File: src/rtl/hazard_scoreboard_ctrl_if.sv
// Pipeline-side signal bundle for the hazard/scoreboard controller.
// The master is the pipeline and the slave is the controller.
interface hazard_scoreboard_ctrl_if #(
    parameter int unsigned REG_AW   = 5,
    parameter int unsigned BR_STAGE = 3,
    parameter int unsigned CNT_W    = 16
);
    logic [REG_AW-1:0]   id_rs1;
    logic [REG_AW-1:0]   id_rs2;
    logic                id_use_rs1;
    logic                id_use_rs2;
    logic [REG_AW-1:0]   id_rd;
    logic                id_regwrite;
    logic                id_is_mc;
    logic [REG_AW-1:0]   ex_rs1;
    logic [REG_AW-1:0]   ex_rs2;
    logic [REG_AW-1:0]   ex_rd;
    logic                ex_memread;
    logic                mc_issue;
    logic [REG_AW-1:0]   mc_rd;
    logic [REG_AW-1:0]   mem_rd;
    logic                mem_regwrite;
    logic [REG_AW-1:0]   wb_rd;
    logic                wb_regwrite;
    logic                branch_taken;

    logic [1:0]          fwd_a;
    logic [1:0]          fwd_b;
    logic                pc_write;
    logic                ifid_write;
    logic [BR_STAGE-1:0] flush_vec;
    logic                mc_busy;
    logic                mc_done;
    logic [REG_AW-1:0]   mc_done_rd;
    logic [CNT_W-1:0]    stall_cnt;
    logic [CNT_W-1:0]    flush_cnt;

    modport master (
        output id_rs1, id_rs2, id_use_rs1, id_use_rs2, id_rd, id_regwrite, id_is_mc,
               ex_rs1, ex_rs2, ex_rd, ex_memread, mc_issue, mc_rd,
               mem_rd, mem_regwrite, wb_rd, wb_regwrite, branch_taken,
        input  fwd_a, fwd_b, pc_write, ifid_write, flush_vec,
               mc_busy, mc_done, mc_done_rd, stall_cnt, flush_cnt
    );

    modport slave (
        input  id_rs1, id_rs2, id_use_rs1, id_use_rs2, id_rd, id_regwrite, id_is_mc,
               ex_rs1, ex_rs2, ex_rd, ex_memread, mc_issue, mc_rd,
               mem_rd, mem_regwrite, wb_rd, wb_regwrite, branch_taken,
        output fwd_a, fwd_b, pc_write, ifid_write, flush_vec,
               mc_busy, mc_done, mc_done_rd, stall_cnt, flush_cnt
    );
endinterface

File: src/rtl/hazard_scoreboard_ctrl.sv
// Hazard controller for the 5-stage pipeline: forwarding, load-use stall,
// branch flush, single-entry multi-cycle scoreboard and perf counters.
module hazard_scoreboard_ctrl #(
    parameter int unsigned REG_AW   = 5,
    parameter int unsigned BR_STAGE = 3,
    parameter int unsigned MC_LAT   = 4,
    parameter int unsigned CNT_W    = 16
) (
    input  logic                    clk,
    input  logic                    rst,
    hazard_scoreboard_ctrl_if.slave hz
);
    localparam int unsigned     LAT_W    = $clog2(MC_LAT + 1);
    localparam logic [LAT_W-1:0] LAT_INIT = LAT_W'(MC_LAT);
    localparam logic [LAT_W-1:0] LAT_ONE  = LAT_W'(1);
    localparam logic [CNT_W-1:0] CNT_MAX  = '1;

    typedef enum logic {
        IDLE = 1'b0,
        BUSY = 1'b1
    } sb_state_t;

    sb_state_t         state;
    sb_state_t         state_nxt;
    logic [LAT_W-1:0]  count;
    logic [LAT_W-1:0]  count_nxt;
    logic [REG_AW-1:0] pend_rd;
    logic [REG_AW-1:0] pend_rd_nxt;
    logic [CNT_W-1:0]  stall_cnt;
    logic [CNT_W-1:0]  flush_cnt;

    logic                busy;
    logic                done;
    logic                load_use;
    logic                raw;
    logic                waw;
    logic                mc_hazard;
    logic                stall;
    logic [BR_STAGE-1:0] flush;

    // MEM/WB result select for one ALU operand; MEM is the younger producer and wins.
    function automatic logic [1:0] fwd_sel(
        input logic [REG_AW-1:0] src,
        input logic [REG_AW-1:0] m_rd,
        input logic              m_we,
        input logic [REG_AW-1:0] w_rd,
        input logic              w_we
    );
        logic [1:0] sel;
        sel = 2'b00;
        if (m_we && (m_rd != '0) && (m_rd == src)) begin
            sel = 2'b10;
        end else if (w_we && (w_rd != '0) && (w_rd == src)) begin
            sel = 2'b01;
        end
        return sel;
    endfunction

    // Hazard detection and stall/flush decision
    always_comb begin
        busy     = (state == BUSY);
        done     = busy && (count == LAT_ONE);
        load_use = hz.ex_memread && (hz.ex_rd != '0) &&
                   ((hz.id_use_rs1 && (hz.id_rs1 == hz.ex_rd)) ||
                    (hz.id_use_rs2 && (hz.id_rs2 == hz.ex_rd)));
        raw      = (hz.id_use_rs1 && (hz.id_rs1 == pend_rd)) ||
                   (hz.id_use_rs2 && (hz.id_rs2 == pend_rd));
        waw      = hz.id_regwrite && (hz.id_rd == pend_rd);
        // x0 as pending destination carries no data dependency
        mc_hazard = busy && (hz.id_is_mc || ((pend_rd != '0) && (raw || waw)));
        stall     = (load_use || mc_hazard) && !hz.branch_taken;

        flush = '0;
        if (hz.branch_taken) begin
            flush = '1;
        end else if (stall) begin
            flush[1] = 1'b1;
        end
    end

    // Scoreboard next state; a branch in the issue cycle marks the issuer wrong-path
    always_comb begin
        state_nxt   = state;
        count_nxt   = count;
        pend_rd_nxt = pend_rd;
        case (state)
            IDLE: begin
                if (hz.mc_issue && !hz.branch_taken) begin
                    state_nxt   = BUSY;
                    count_nxt   = LAT_INIT;
                    pend_rd_nxt = hz.mc_rd;
                end
            end
            BUSY: begin
                count_nxt = count - LAT_ONE;
                if (count == LAT_ONE) begin
                    state_nxt = IDLE;
                end
            end
            default: begin
                state_nxt = IDLE;
                count_nxt = '0;
            end
        endcase
    end

    always_ff @(posedge clk or negedge rst) begin
        if (!rst) begin
            state   <= IDLE;
            count   <= '0;
            pend_rd <= '0;
        end else begin
            state   <= state_nxt;
            count   <= count_nxt;
            pend_rd <= pend_rd_nxt;
        end
    end

    // Saturating performance counters
    always_ff @(posedge clk or negedge rst) begin
        if (!rst) begin
            stall_cnt <= '0;
            flush_cnt <= '0;
        end else begin
            if (stall && (stall_cnt != CNT_MAX)) begin
                stall_cnt <= stall_cnt + CNT_W'(1);
            end
            if (hz.branch_taken && (flush_cnt != CNT_MAX)) begin
                flush_cnt <= flush_cnt + CNT_W'(1);
            end
        end
    end

    assign hz.fwd_a      = fwd_sel(hz.ex_rs1, hz.mem_rd, hz.mem_regwrite, hz.wb_rd, hz.wb_regwrite);
    assign hz.fwd_b      = fwd_sel(hz.ex_rs2, hz.mem_rd, hz.mem_regwrite, hz.wb_rd, hz.wb_regwrite);
    assign hz.pc_write   = !stall;
    assign hz.ifid_write = !stall;
    assign hz.flush_vec  = flush;
    assign hz.mc_busy    = busy;
    assign hz.mc_done    = done;
    assign hz.mc_done_rd = done ? pend_rd : '0;
    assign hz.stall_cnt  = stall_cnt;
    assign hz.flush_cnt  = flush_cnt;
endmodule

File: src/flat_wrapper.sv
// flat-port wrapper written by rule: the top's interface ports become plain ports
module hazard_scoreboard_ctrl_flat 
#(
    parameter int unsigned REG_AW   = 5,
    parameter int unsigned BR_STAGE = 3,
    parameter int unsigned MC_LAT   = 4,
    parameter int unsigned CNT_W    = 16
)
  (clk, rst, hz_id_rs1, hz_id_rs2, hz_id_use_rs1, hz_id_use_rs2, hz_id_rd, hz_id_regwrite, hz_id_is_mc, hz_ex_rs1, hz_ex_rs2, hz_ex_rd, hz_ex_memread, hz_mc_issue, hz_mc_rd, hz_mem_rd, hz_mem_regwrite, hz_wb_rd, hz_wb_regwrite, hz_branch_taken, hz_fwd_a, hz_fwd_b, hz_pc_write, hz_ifid_write, hz_flush_vec, hz_mc_busy, hz_mc_done, hz_mc_done_rd, hz_stall_cnt, hz_flush_cnt);
  hazard_scoreboard_ctrl_if #(.REG_AW(REG_AW), .BR_STAGE(BR_STAGE), .CNT_W(CNT_W)) hz_i ();
  input  logic clk;
  input  logic rst;
  input wire logic [$bits(hz_i.id_rs1)-1:0] hz_id_rs1;
  input wire logic [$bits(hz_i.id_rs2)-1:0] hz_id_rs2;
  input wire logic [$bits(hz_i.id_use_rs1)-1:0] hz_id_use_rs1;
  input wire logic [$bits(hz_i.id_use_rs2)-1:0] hz_id_use_rs2;
  input wire logic [$bits(hz_i.id_rd)-1:0] hz_id_rd;
  input wire logic [$bits(hz_i.id_regwrite)-1:0] hz_id_regwrite;
  input wire logic [$bits(hz_i.id_is_mc)-1:0] hz_id_is_mc;
  input wire logic [$bits(hz_i.ex_rs1)-1:0] hz_ex_rs1;
  input wire logic [$bits(hz_i.ex_rs2)-1:0] hz_ex_rs2;
  input wire logic [$bits(hz_i.ex_rd)-1:0] hz_ex_rd;
  input wire logic [$bits(hz_i.ex_memread)-1:0] hz_ex_memread;
  input wire logic [$bits(hz_i.mc_issue)-1:0] hz_mc_issue;
  input wire logic [$bits(hz_i.mc_rd)-1:0] hz_mc_rd;
  input wire logic [$bits(hz_i.mem_rd)-1:0] hz_mem_rd;
  input wire logic [$bits(hz_i.mem_regwrite)-1:0] hz_mem_regwrite;
  input wire logic [$bits(hz_i.wb_rd)-1:0] hz_wb_rd;
  input wire logic [$bits(hz_i.wb_regwrite)-1:0] hz_wb_regwrite;
  input wire logic [$bits(hz_i.branch_taken)-1:0] hz_branch_taken;
  output wire logic [$bits(hz_i.fwd_a)-1:0] hz_fwd_a;
  output wire logic [$bits(hz_i.fwd_b)-1:0] hz_fwd_b;
  output wire logic [$bits(hz_i.pc_write)-1:0] hz_pc_write;
  output wire logic [$bits(hz_i.ifid_write)-1:0] hz_ifid_write;
  output wire logic [$bits(hz_i.flush_vec)-1:0] hz_flush_vec;
  output wire logic [$bits(hz_i.mc_busy)-1:0] hz_mc_busy;
  output wire logic [$bits(hz_i.mc_done)-1:0] hz_mc_done;
  output wire logic [$bits(hz_i.mc_done_rd)-1:0] hz_mc_done_rd;
  output wire logic [$bits(hz_i.stall_cnt)-1:0] hz_stall_cnt;
  output wire logic [$bits(hz_i.flush_cnt)-1:0] hz_flush_cnt;
  assign hz_i.id_rs1 = hz_id_rs1;
  assign hz_i.id_rs2 = hz_id_rs2;
  assign hz_i.id_use_rs1 = hz_id_use_rs1;
  assign hz_i.id_use_rs2 = hz_id_use_rs2;
  assign hz_i.id_rd = hz_id_rd;
  assign hz_i.id_regwrite = hz_id_regwrite;
  assign hz_i.id_is_mc = hz_id_is_mc;
  assign hz_i.ex_rs1 = hz_ex_rs1;
  assign hz_i.ex_rs2 = hz_ex_rs2;
  assign hz_i.ex_rd = hz_ex_rd;
  assign hz_i.ex_memread = hz_ex_memread;
  assign hz_i.mc_issue = hz_mc_issue;
  assign hz_i.mc_rd = hz_mc_rd;
  assign hz_i.mem_rd = hz_mem_rd;
  assign hz_i.mem_regwrite = hz_mem_regwrite;
  assign hz_i.wb_rd = hz_wb_rd;
  assign hz_i.wb_regwrite = hz_wb_regwrite;
  assign hz_i.branch_taken = hz_branch_taken;
  assign hz_fwd_a = hz_i.fwd_a;
  assign hz_fwd_b = hz_i.fwd_b;
  assign hz_pc_write = hz_i.pc_write;
  assign hz_ifid_write = hz_i.ifid_write;
  assign hz_flush_vec = hz_i.flush_vec;
  assign hz_mc_busy = hz_i.mc_busy;
  assign hz_mc_done = hz_i.mc_done;
  assign hz_mc_done_rd = hz_i.mc_done_rd;
  assign hz_stall_cnt = hz_i.stall_cnt;
  assign hz_flush_cnt = hz_i.flush_cnt;
  hazard_scoreboard_ctrl #(.REG_AW(REG_AW), .BR_STAGE(BR_STAGE), .MC_LAT(MC_LAT), .CNT_W(CNT_W)) u_core (.clk(clk), .rst(rst), .hz(hz_i));
endmodule
File: config.mk
export PLATFORM = sky130hd
export DESIGN_NAME = hazard_scoreboard_ctrl_flat
export DESIGN_NICKNAME = d
export VERILOG_FILES = /design/src/rtl/hazard_scoreboard_ctrl_if.sv /design/src/rtl/hazard_scoreboard_ctrl.sv /design/src/flat_wrapper.sv
export SDC_FILE = /design/constraint.sdc
export NUM_CORES = 1
export LEC_CHECK = 0
export CAP_MARGIN = 20
export CORE_MARGIN = 5
export CORE_UTILIZATION = 44
export DETAILED_ROUTE_END_ITERATION = 7
export PLACE_DENSITY_LB_ADDON = 0.2
export SLEW_MARGIN = 20
export SYNTH_ARGS = -nofsm -noshare
export SYNTH_HDL_FRONTEND = slang
export SYNTH_SLANG_ARGS = --single-unit
File: constraint.sdc
create_clock -name clk -period 3.2 [get_ports clk]
set_input_delay 0.64 -clock clk [delete_from_list [all_inputs] [get_ports clk]]
set_output_delay 0.64 -clock clk [all_outputs]
set_load 0.1 [all_outputs]
; Yosys cells after proc, flatten, opt, wreduce, memory -nomap -nowiden
; Cells that the tools add are included.
; Widths: inputs -> output; s select.
[totals]
ff_bits = 41
in_bits = 56
out_inout_bits = 48
[op_classes]
n_reduce_logical = 32
eq_ne = 13
n_addsub = 3
muxes = 13
n_bitwise = 1
[ops]
columns = cell, n
row1 = $eq 5x5->1, 9
row2 = $add 16x1->16 const B, 2
row3 = $ne 16x16->1 const B, 2
row4 = $logic_and 1x1->1, 20
row5 = $reduce_bool 5->1, 4
row6 = $mux 1, 7
row7 = $pmux 3 s2, 1
row8 = $logic_or 1x1->1, 5
row9 = $mux 5, 1
row10 = $mux 2, 2
row11 = $eq 3x1->1 const B, 1
row12 = $mux 3, 1
row13 = $sub 3x1->3 const B, 1
row14 = $logic_not 1->1, 2
row15 = $ne 2x1->1 const B, 1
row16 = $pmux 1 s2, 1
row17 = $reduce_and 2->1, 1
row18 = $not 1->1, 1

; Longest topological paths before layout
[logic_depth]
depth_word = 11
ltp_mapped = 9
depth_no_buf = 7

; Worst setup path after synthesis
; Ideal clock, no wire load.
[synth_path]
path_type = input-to-output
startpoint = input port hz_mem_rd[4]
endpoint = output port hz_fwd_a[0]
setup_slack_ps = -3283
cell_stages = 4
path_buffers = 0
t_arrival_ps = 5843
path_cell_list = xnor2_1 > nand3_1 > nor4_1 > nor4_1
[synth_between]
elab_chain_len = 4
word_cells_on_any_way = 5
classes_between = eq/ne: 1 / mux: 1 / reduce/logical: 3
[synth_rtl]
columns = element, line_no
row1 = from (decl), flat_wrapper.sv:26  ; input wire logic [$bits(hz_i.mem_rd)-1:0] hz_mem_rd;
row2 = $reduce_bool 5->1, hazard_scoreboard_ctrl.sv:51  ; if (m_we && (m_rd != '0) && (m_rd == src)) begin
row3 = $logic_and 1x1->1, hazard_scoreboard_ctrl.sv:51
row4 = $logic_and 1x1->1 *, hazard_scoreboard_ctrl.sv:51
row5 = $mux 2 *, hazard_scoreboard_ctrl.sv:51
row6 = to (decl), flat_wrapper.sv:31  ; output wire logic [$bits(hz_i.fwd_a)-1:0] hz_fwd_a;
; Mark *: on every way between the ends. The rest lies on a longest branch, timed or not.

; Worst setup path after layout
[layout_path]
startpoint = input port hz_ex_rd[0]
endpoint = output port hz_flush_vec[1]
[layout_between]
elab_chain_len = 8
word_cells_on_any_way = 12
classes_between = eq/ne: 2 / mux: 2 / reduce/logical: 8
[layout_rtl]
columns = element, line_no
row1 = from (decl), flat_wrapper.sv:22  ; input wire logic [$bits(hz_i.ex_rd)-1:0] hz_ex_rd;
row2 = "$eq 5x5->1, on equally long branches", "hazard_scoreboard_ctrl.sv:64, hazard_scoreboard_ctrl.sv:65"
row3 = "$logic_and 1x1->1, on equally long branches", "hazard_scoreboard_ctrl.sv:64, hazard_scoreboard_ctrl.sv:65"
row4 = $logic_or 1x1->1, hazard_scoreboard_ctrl.sv:64  ; ((hz.id_use_rs1 && (hz.id_rs1 == hz.ex_rd)) ||
row5 = $logic_and 1x1->1 *, hazard_scoreboard_ctrl.sv:63  ; load_use = hz.ex_memread && (hz.ex_rd != '0) &&
row6 = $logic_or 1x1->1 *, hazard_scoreboard_ctrl.sv:71  ; stall = (load_use || mc_hazard) && !hz.branch_taken;
row7 = $logic_and 1x1->1 *, hazard_scoreboard_ctrl.sv:71
row8 = $mux 1 *, hazard_scoreboard_ctrl.sv:76  ; end else if (stall) begin
row9 = $mux 1 *, hazard_scoreboard_ctrl.sv:74  ; if (hz.branch_taken) begin
row10 = to (decl), flat_wrapper.sv:35  ; output wire logic [$bits(hz_i.flush_vec)-1:0] hz_flush_vec;
; Marks and branches as above.

==> impl_metrics.ini <==
[drt]
wire_per_inst_um = 15.56
dr.pass1.iters = 4
wirelength_mm = 6.815
ant_nets = 0
vias = 2262
first_iter_violations = 62
drc = 0
vias_per_cell = 5.164

[critical_path]
crit_path_start_kind = input port
worstPathRequired_ps = 2560
cp_max_fo = 3
ff2ff_path_depth = 7
arrival_ps = 2480
worstSetupEndpointType = output pin
worst-setup-path-type = in2out
timing.rr.end = u_core.hz.stall_cnt[1]$_DFFE_PN0P_
r2r_slack_ps = 740
r2r-start = u_core.pend_rd[2]$_DFFE_PN0P_

[finish]
postLayoutCoreUtil_pct = 66.99
drive_gt1_share_pct = 27.00
nets = 422
antennaDiodeCount = 0
seqCellArea_um2 = 1026
multi_input_area_um2 = 1637
synthToLayoutAreaGrowth_pct = 47.92
final.fill_count = 484

[clock_network]
clock_tree.buffer_depth = 2
cts_root_buffer = clkbuf_8
cts_buffers = 5
cts_hold_buf = 0
clock_latency_ps = 290
clock_sinks = 41
htree_num_levels = 2
cts_tree = built
clk_pin_slew_ps = 80

[synth]
yosysUniqueCellTypes = 44
netlist_instances = 261
synth_top_area_share_pct = 38.26
avgSynthCellArea_um2 = 10.27
synth-seq-cells = 41
synth_common_cells = 42 x xnor2_1, 41 x dfrtp_1, 32 x xor2_1, 24 x nand2_1
netlist_area_um2 = 2681
yosys_warnings = 0
yosysMostFrequentCell = xnor2_1
dominantRegCellSynth = dfrtp_1
ys_seq_area_share_pct = 38.26
syn_nets = 321
synth_area_leaders = dfrtp_1 38%, xnor2_1 14%, xor2_1 10%
synth_top_area_cell = dfrtp_1
async_reset_ff_share_pct = 100.0
synth-edff-count = 0

[pwr]
power_density_nw_per_um2 = 717.0
fin_total_pwr_mw = 2.844
ir_worst_vdd_uv = 812.6
p_leak_nw = 1.731

[floorplanning]
start_util_pct = 45.29
chipHeight_um = 88.07
core_um2 = 5921
num_io_pins = 104
fp.dieW_um = 88.07
die_area_um2 = 7755
rows = 28

[global_route]
grt_pass1_vias = 2323
globalRouteOverflowTotal = 0
antenna_found_initial = 0
grt_pass1_wl_mm = 10.81
grt.total_usage_pct = 17.50
grt_start_max_net_pins = 42

[placed_design]
dpl.hpwl_mm = 5.491
routabilityCongestion = 0.8414
port_buffers = 103

[timing]
fmax_mhz = 320.1
finalMaxSlewViolations = 0
rsz0062_at_grt = false
worst_slew_pin_slew_ps = 905.9
tns_ps = 0
maxSlewHeadroom_pct = 39.60
post-route-min-period_ps = 3124
hold_viol_final = 0
clock-skew-final_ps = 10.07
holdWs_ps = 476.7
setup_violations = 0
min_period_over_period_pct = 97.64

[run]
max-cap-violations = 0

[status]
status = complete, no violations

[hold_path]
hp-class = in2async
==> worst max-delay path by stage <==
| stage | cells past startpoint | slack [ps] | from | endpoint |
|---|---|---|---|---|
| 3_5_place_dp | 6 | -0.8 | hz_wb_rd[0] | hz_fwd_b[0] |
| 3_3_place_gp | 6 | 70 | hz_wb_rd[0] | hz_fwd_a[0] |
| 5_1_grt | 6 | 20 | hz_ex_rd[0] | hz_flush_vec[1] |
| 4_1_cts | 6 | 20 | hz_mem_rd[0] | hz_fwd_b[0] |
| 6_report | 6 | 80 | hz_ex_rd[0] | hz_flush_vec[1] |
| 2_1_floorplan | 4 | -30 | hz_mem_rd[0] | hz_fwd_a[0] |
==> cell usage in the layout, fill, tap and decap left out, drive strengths merged, types with 5 or more instances in the layout <==
| master | synthesis | layout |
|---|---|---|
| buf | 9 | 55 |
| clkdlybuf4s50 | 0 | 49 |
| xnor2 | 42 | 42 |
| dfrtp | 41 | 41 |
| xor2 | 32 | 32 |
| nand2 | 24 | 24 |
| nand4 | 13 | 13 |
| nand3 | 13 | 13 |
| a211oi | 10 | 10 |
| mux2 | 9 | 9 |
| nor2 | 7 | 7 |
| and2 | 7 | 7 |
| inv | 6 | 6 |
| clkbuf | 6 | 6 |
| or4 | 6 | 6 |
| dlymetal6s2s | 0 | 5 |
| nor4 | 5 | 5 |
==> flip-flops by register name, indices dropped and copies added, names as in the netlist <==
signal,cells
u_core.pend_rd,5
u_core.count,3
u_core.hz.flush_cnt,16
u_core.hz.mc_busy,1
u_core.hz.stall_cnt,16
==> cell families after synthesis <==
family | synth area share, %
adders and majority gates | 1.867
muxes | 4.293
DFF | 38.26
and+or+nand+nor | 17.78
AOI/OAI and AO/OA | 9.333
buffers and inverters | 4.293
xor gates and xnor gates | 24.17
==> worst max-delay path, stage by stage <==
cell             delay (ps)
clkdlybuf4s50_1         470
or4_1                   560
o211ai_1                330
buf_4                   180
nand3_2                 100
buf_12                  200
==> final cells by class <==
cell class / count / share of cell area, %
Clock buffer: 6 / 1.830
Clock inverter: 2 / 0.9779
Inverter: 6 / 0.5678
Multi-Input combinational cell: 199 / 41.26
Sequential cell: 41 / 25.87
Tap cell: 75 / 2.366
Timing Repair Buffer: 109 / 27.13
==> report_power, final <==
part,internal [mW],switching (mW)
registers,0.651,0.198
logic,0.498,1.09
clock network,0.234,0.176
total,1.38,1.46
==> per-layer routing <==
layer | vias up | routed length (um) | track usage (%)
met3 | 6 | 512 | 4.233
met4 | 0 | 63 | 4.808
met1 | 1072 | 3068 | 22.83
met2 | 76 | 3172 | 29.11
met5 | - | 0 | 0
li1 | 1108 | - | -
==> per-stage QoR <==
step | setup slack (ps) | instance area [um2] | instances
2_1_floorplan | -31.20 | 2779 | 261
3_3_place_gp | 72.97 | 3831 | 429
3_5_place_dp | -0.8014 | 3831 | 429
4_1_cts | 15.78 | 3943 | 437
5_1_grt | 21.00 | 3966 | 438
6_report | 75.62 | 3966 | 438
==> timing repair <==
item / 4_1_cts / 5_1_grt
resized for setup: 0 / 6
buffers inserted: 0 / 1
endpoints found under the setup margin: 1 / 3
cloned: 0 / 0
hold endpoints to repair: 0 / 0
pin swaps: 2 / 4
No activity file was read; power rests on OpenSTA's default activity.
